$ cat config.mk
export PLATFORM = sky130hd
export DESIGN_NAME = pb_port_responder
export DESIGN_NICKNAME = d
export VERILOG_FILES = /design/src/rtl/pb_port_responder.sv
export SDC_FILE = /design/constraint.sdc
export NUM_CORES = 1
export LEC_CHECK = 0
export ABC_AREA = 1
export BUFFER_PORTS_ARGS = -buffer_cell sky130_fd_sc_hd__buf_2
export CORE_MARGIN = 5
export CORE_UTILIZATION = 44
export DETAILED_ROUTE_END_ITERATION = 10
export SLEW_MARGIN = 20
export SYNTH_ARGS = -nofsm -noshare
export SYNTH_HDL_FRONTEND = slang
export SYNTH_SLANG_ARGS = --single-unit
export TNS_END_PERCENT = 20
$ cat constraint.sdc
create_clock -name clk -period 2.85 [get_ports clk]
set_clock_uncertainty 0.2 [all_clocks]
set_input_delay 0 -clock clk [delete_from_list [all_inputs] [get_ports clk]]
set_output_delay 0 -clock clk [all_outputs]
set_load 0.01 [all_outputs]
$ cat src/rtl/pb_port_responder.sv
// PicoBlaze I/O-bus responder: byte FIFO from the fabric, status/command ports,
// periodic tick and a request/service/EOI interrupt handshake.
module pb_port_responder #(
   parameter int          CLK_FREQ_HZ = 25000000,
   parameter int          TICK_HZ     = 1,
   parameter int          FIFO_DEPTH  = 8,
   parameter logic [7:0]  BASE_ADDR   = 8'h00
) (
   input  logic       clk,
   input  logic       reset_n,
   input  logic [7:0] port_id,
   input  logic [7:0] out_port,
   input  logic       write_strobe,
   input  logic       read_strobe,
   output logic [7:0] in_port,
   output logic       interrupt,
   input  logic       interrupt_ack,
   input  logic [7:0] data_in,
   input  logic       data_in_valid,
   output logic       data_in_ready
);

   localparam int DIV = CLK_FREQ_HZ / TICK_HZ;
   localparam int AW  = $clog2(FIFO_DEPTH);
   localparam int CW  = AW + 1;
   localparam int TW  = $clog2(DIV);

   typedef enum logic [1:0] {IDLE, REQ, SERVICE} irq_state_t;

   logic [7:0]    mem [FIFO_DEPTH];
   logic [AW-1:0] wr_ptr, rd_ptr;
   logic [CW-1:0] count;
   logic [TW-1:0] tick_cnt;
   logic [1:0]    en;
   logic          overflow, tick_pending, in_service;
   irq_state_t    state;

   logic       sel, empty, full, push, pop, wr_en, wr_cmd, tick_set;
   logic       cond, eoi_cond, tick_after;
   logic [7:0] head, status, rd_data;

   assign sel      = (port_id[7:2] == BASE_ADDR[7:2]);
   assign empty    = (count == '0);
   assign full     = (count == CW'(FIFO_DEPTH));
   assign push     = data_in_valid & ~full;
   assign pop      = read_strobe & sel & (port_id[1:0] == 2'd0) & ~empty;
   assign wr_en    = write_strobe & sel & (port_id[1:0] == 2'd2);
   assign wr_cmd   = write_strobe & sel & (port_id[1:0] == 2'd3);
   assign tick_set = (tick_cnt == TW'(DIV - 1));
   assign head     = empty ? 8'h00 : mem[rd_ptr];
   assign status   = {in_service, 3'b000, overflow, tick_pending, full, ~empty};
   assign data_in_ready = ~full;

   assign cond       = (en[0] & ~empty) | (en[1] & tick_pending);
   // Condition as it will stand after an EOI write that may also clear tick_pending.
   assign tick_after = tick_set | (tick_pending & ~out_port[1]);
   assign eoi_cond   = (en[0] & ~empty) | (en[1] & tick_after);

   always_comb begin
      rd_data = 8'h00;
      if (sel) begin
         case (port_id[1:0])
            2'd0:    rd_data = head;
            2'd1:    rd_data = status;
            2'd2:    rd_data = 8'(count);
            default: rd_data = 8'h00;
         endcase
      end
   end

   // NOTE: storage array has no reset; only pointers/count define its contents,
   // which keeps it mappable to RAM and discards data on reset by construction.
   always_ff @(posedge clk) begin
      if (push) mem[wr_ptr] <= data_in;
   end

   // NOTE: all sequential state uses non-blocking assignments so every branch
   // below reads the pre-edge values of the other registers.
   always_ff @(posedge clk or negedge reset_n) begin
      if (!reset_n) begin
         wr_ptr       <= '0;
         rd_ptr       <= '0;
         count        <= '0;
         overflow     <= 1'b0;
         tick_cnt     <= '0;
         tick_pending <= 1'b0;
         en           <= 2'b00;
         in_port      <= 8'h00;
      end else begin
         in_port <= rd_data;
         if (push) wr_ptr <= wr_ptr + 1'b1;
         if (pop)  rd_ptr <= rd_ptr + 1'b1;
         if (push && !pop)      count <= count + 1'b1;
         else if (pop && !push) count <= count - 1'b1;

         if (data_in_valid && full)      overflow <= 1'b1;
         else if (wr_cmd && out_port[0]) overflow <= 1'b0;

         if (tick_set) begin
            tick_cnt     <= '0;
            tick_pending <= 1'b1;
         end else begin
            tick_cnt <= tick_cnt + 1'b1;
            if (wr_cmd && out_port[1]) tick_pending <= 1'b0;
         end

         if (wr_en) en <= out_port[1:0];
      end
   end

   always_ff @(posedge clk or negedge reset_n) begin
      if (!reset_n) begin
         state      <= IDLE;
         interrupt  <= 1'b0;
         in_service <= 1'b0;
      end else begin
         case (state)
            IDLE: begin
               if (cond) begin
                  state     <= REQ;
                  interrupt <= 1'b1;
               end
            end
            REQ: begin
               if (en == 2'b00) begin
                  state     <= IDLE;
                  interrupt <= 1'b0;
               end else if (interrupt_ack) begin
                  state      <= SERVICE;
                  interrupt  <= 1'b0;
                  in_service <= 1'b1;
               end
            end
            SERVICE: begin
               if (wr_cmd && out_port[7]) begin
                  in_service <= 1'b0;
                  // Re-raise immediately when work is still outstanding.
                  if (eoi_cond) begin
                     state     <= REQ;
                     interrupt <= 1'b1;
                  end else begin
                     state <= IDLE;
                  end
               end
            end
            default: begin
               state     <= IDLE;
               interrupt <= 1'b0;
            end
         endcase
      end
   end

endmodule

==> impl_metrics.tcl <==
set metrics [dict create \
    outcome "completed" \
    critPathKind "input port to flip-flop" \
    power-per-cell-area_mw_per_mm2 760 \
    p_total_mw 5.06 \
    dieWidth_um 120 \
    overflow 0 \
    r2r_cells 13 \
    netlist_instances 537 \
    grt_pass1_vias 3995 \
    vias 3994 \
    h-tree-depth 4 \
    finalHoldViolCount 0 \
    instances_no_fill 788 \
    min_period_ns 2.71 \
    synth_nets 574 \
    irDropWorstVdd_mv 0.575 \
    drt-vias-per-instance 5.07 \
    grt_pass1_wl_mm 19.9 \
    drive_gt1_frac 0.159 \
    maxCapViolCount 0 \
    fin_nets 665 \
    worst-path-max-fanout 5 \
    rsz0062_at_grt "no" \
    tns_ns 0 \
    drtIter0Drc 364 \
    p_comb_frac 0.147 \
    rrSetupSlack_ns 0.24 \
    synth.ff_latch_count 115 \
    relSlewSlack 0.458 \
    numCtsBuffers 17 \
    grt-busiest-layer "met2" \
    yosys_warnings 0 \
    grt_start_max_net_pins 36 \
    slowest_delay_ns 0.58 \
    cts_buffer_depth 2 \
    cts_tree "yes" \
    crit_top_cell "dlygate4sd3_1" \
    period_share 0.952 \
    worst_skew_pair.late_latency_ns 0.41 \
    place_inst 724 \
    cts-root-buf "clkbuf_16" \
    track_usage 0.180 \
    end_kind "flip-flop" \
    drc 0 \
    final_max_slew_viol_count 0 \
    area_growth_syn_to_layout_pct 26.1 \
    hold_path.class "input port to async pin" \
    routedWlPerCell_um 15.1 \
    io_buffers 34 \
    worst_slew_pin_slew_ns 0.813 \
    fillCellCount 1024 \
    p_clk_frac 0.436 \
    rr_startpoint "count[0]$_DFFE_PN0P_" \
    cpMaxStageDelayCell "dlygate4sd3_1" \
    rr_endpoint "count[3]$_DFFE_PN0P_" \
    start_util 0.444 \
    core_region_area_mm2 0.0119 \
    crit_chain "dlygate4sd3_1, buf_2, nand2_1, dlygate4sd3_1, inv_1, nand4_1, dlygate4sd3_1, nand2_2, nand4_1, nand2_1, dlygate4sd3_1" \
    gr-usage-met3 0.0580 \
    max_freq_mhz 368 \
    path_buf_inv 6 \
    die_area_mm2 0.0143 \
    grt_antenna_before_repair 0 \
    use_met2 0.284 \
    cts.sinks 115 \
    holdWs_ns 0.0159 \
    setup_violations 0 \
    n_antenna_cell 0 \
    gr-usage-met1 0.233 \
    ant_nets 0 \
    rows 40 \
    place.gp.congestion 0.878 \
    clk_pin_slew_ns 0.05 \
    sw_frac_of_total 0.251 \
    hpwlAfterDp_mm 7.96 \
    pwr-share-seq 0.417 \
    p_int_mw 3.79 \
    cp.arrival_ns 2.81 \
    synth_area_mm2 0.00528 \
    dr.pass1.iters 6 \
    chipHeight_um 120 \
    required_ns 2.94 \
    ys_types 35 \
    synth_seq_area_share 0.605 \
    io_pins 40 \
    syn_area_per_cell_um2 9.84 \
    power_leakage_nw 2.86 \
    drt-total-wl_mm 11.9 \
    crit_family "buffers and inverters" \
    p_switching_mw 1.27 \
    start_kind "input port" \
]
-- state kept, by name (all words and copies together) (netlist names) --
register	count
en	2
in_port	8
tick_cnt	25
in_service	1
overflow	1
mem	64
tick_pending	1
count	4
wr_ptr	3
rd_ptr	3
state	2
interrupt	1
-- routing by layer --
metal,vias to the layer above,share of wire,wire length [um]
met3,16,0.050,592
li1,1987,-,-
met4,0,0.014,172
met1,1907,0.44,5310
met2,84,0.49,5860
met5,-,0,0
-- synth_stat cells, drive strengths merged --
cell type,n,area [um2]
a21o,2,16.3
a21oi,14,70.1
a22oi,1,7.51
a31oi,1,6.26
buf,5,25.0
clkbuf,6,22.5
dfrtp,51,1280
edfxtp,64,1920
fa,1,20.0
ha,6,75.1
inv,60,225
nand2,82,343
nand3,31,160
nand3b,2,15.0
nand4,7,43.8
nor2,109,460
nor3,7,40.0
nor3b,1,7.51
o211a,1,10.0
o211ai,10,75.1
o21ai,51,255
o221ai,1,8.76
o22ai,3,18.8
o31ai,1,7.51
or2,1,6.26
xnor2,7,61.3
xor2,12,105
-- layout make-up --
type	instances	area, um2	share of cell area
Clock inverter	9	154	0.0231
Tap cell	147	184	0.0276
Sequential cell	115	3200	0.480
Timing Repair Buffer	83	618	0.0927
Clock buffer	23	468	0.0702
Multi-Input combinational cell	351	1820	0.272
Inverter	60	225	0.0338
-- worst max path at each step --
stage                     cells past startpoint            startpoint                   end
after detailed placement                     13  count[0]$_DFFE_PN0P_  count[3]$_DFFE_PN0P_
after floorplan                              12  count[0]$_DFFE_PN0P_  count[3]$_DFFE_PN0P_
final                                        11            port_id[1]  state[0]$_DFFE_PN0P_
after CTS                                    11            port_id[1]  state[0]$_DFFE_PN0P_
after global placement                       13  count[0]$_DFFE_PN0P_  count[3]$_DFFE_PN0P_
after global routing                         13  count[0]$_DFFE_PN0P_  count[3]$_DFFE_PN0P_
-- cell families after synthesis --
kind of cell	share of synthesized area
adder cells (fa/ha/maj)	0.0180
flip-flops	0.605
AND/OR/NAND/NOR	0.204
XOR/XNOR	0.0315
AO/OA/AOI/OAI	0.0900
buffers and inverters	0.0516
-- repair_timing --
| item | in CTS | in global routing |
|---|---|---|
| hold buffers | 32 | 0 |
| hold endpoints to repair | 120 | 0 |
| setup buffers | 0 | 0 |
| resized for setup | 0 | 3 |
| setup endpoints to repair | 0 | 2 |
-- placed cells by master, fill, tap and decap left out, drive strengths merged --
cell type / netlist / layout
a22oi: 1 / 1
o31ai: 1 / 1
xor2: 12 / 12
nand2: 82 / 82
dlygate4sd3: 0 / 32
nand4: 7 / 7
o21ai: 51 / 51
bufinv: 0 / 4
or2: 1 / 1
a21oi: 14 / 14
clkinv: 0 / 4
nor2: 109 / 109
clkbuf: 6 / 23
nor3: 7 / 7
ha: 6 / 6
edfxtp: 64 / 64
inv: 60 / 60
xnor2: 7 / 7
o22ai: 3 / 3
o211ai: 10 / 10
nand3b: 2 / 2
o221ai: 1 / 1
buf: 5 / 51
a31oi: 1 / 1
a21o: 2 / 2
fa: 1 / 1
nand3: 31 / 31
clkinvlp: 0 / 1
dfrtp: 51 / 51
o211a: 1 / 1
nor3b: 1 / 1
-- through the flow --
stage | worst slack, ns | instance area (um2) | util
finish | 0.136 | 6670 | 0.560
global route | 0.00772 | 6670 | 0.560
CTS | 0.142 | 6660 | 0.559
detailed placement | 0.181 | 5720 | 0.480
global placement | 0.333 | 5720 | 0.480
floorplan | 0.533 | 5280 | -
-- power groups by stage --
stage	sequential (mW)	combinational [mW]	clock, mW
after floorplan	2.10	0.461	0
after global placement	2.13	0.687	0
after detailed placement	2.13	0.708	0
after CTS	2.11	0.750	2.26
after global routing	2.13	0.845	2.33
final	2.11	0.745	2.21
Note: power is estimated with default switching activity, not from simulation.
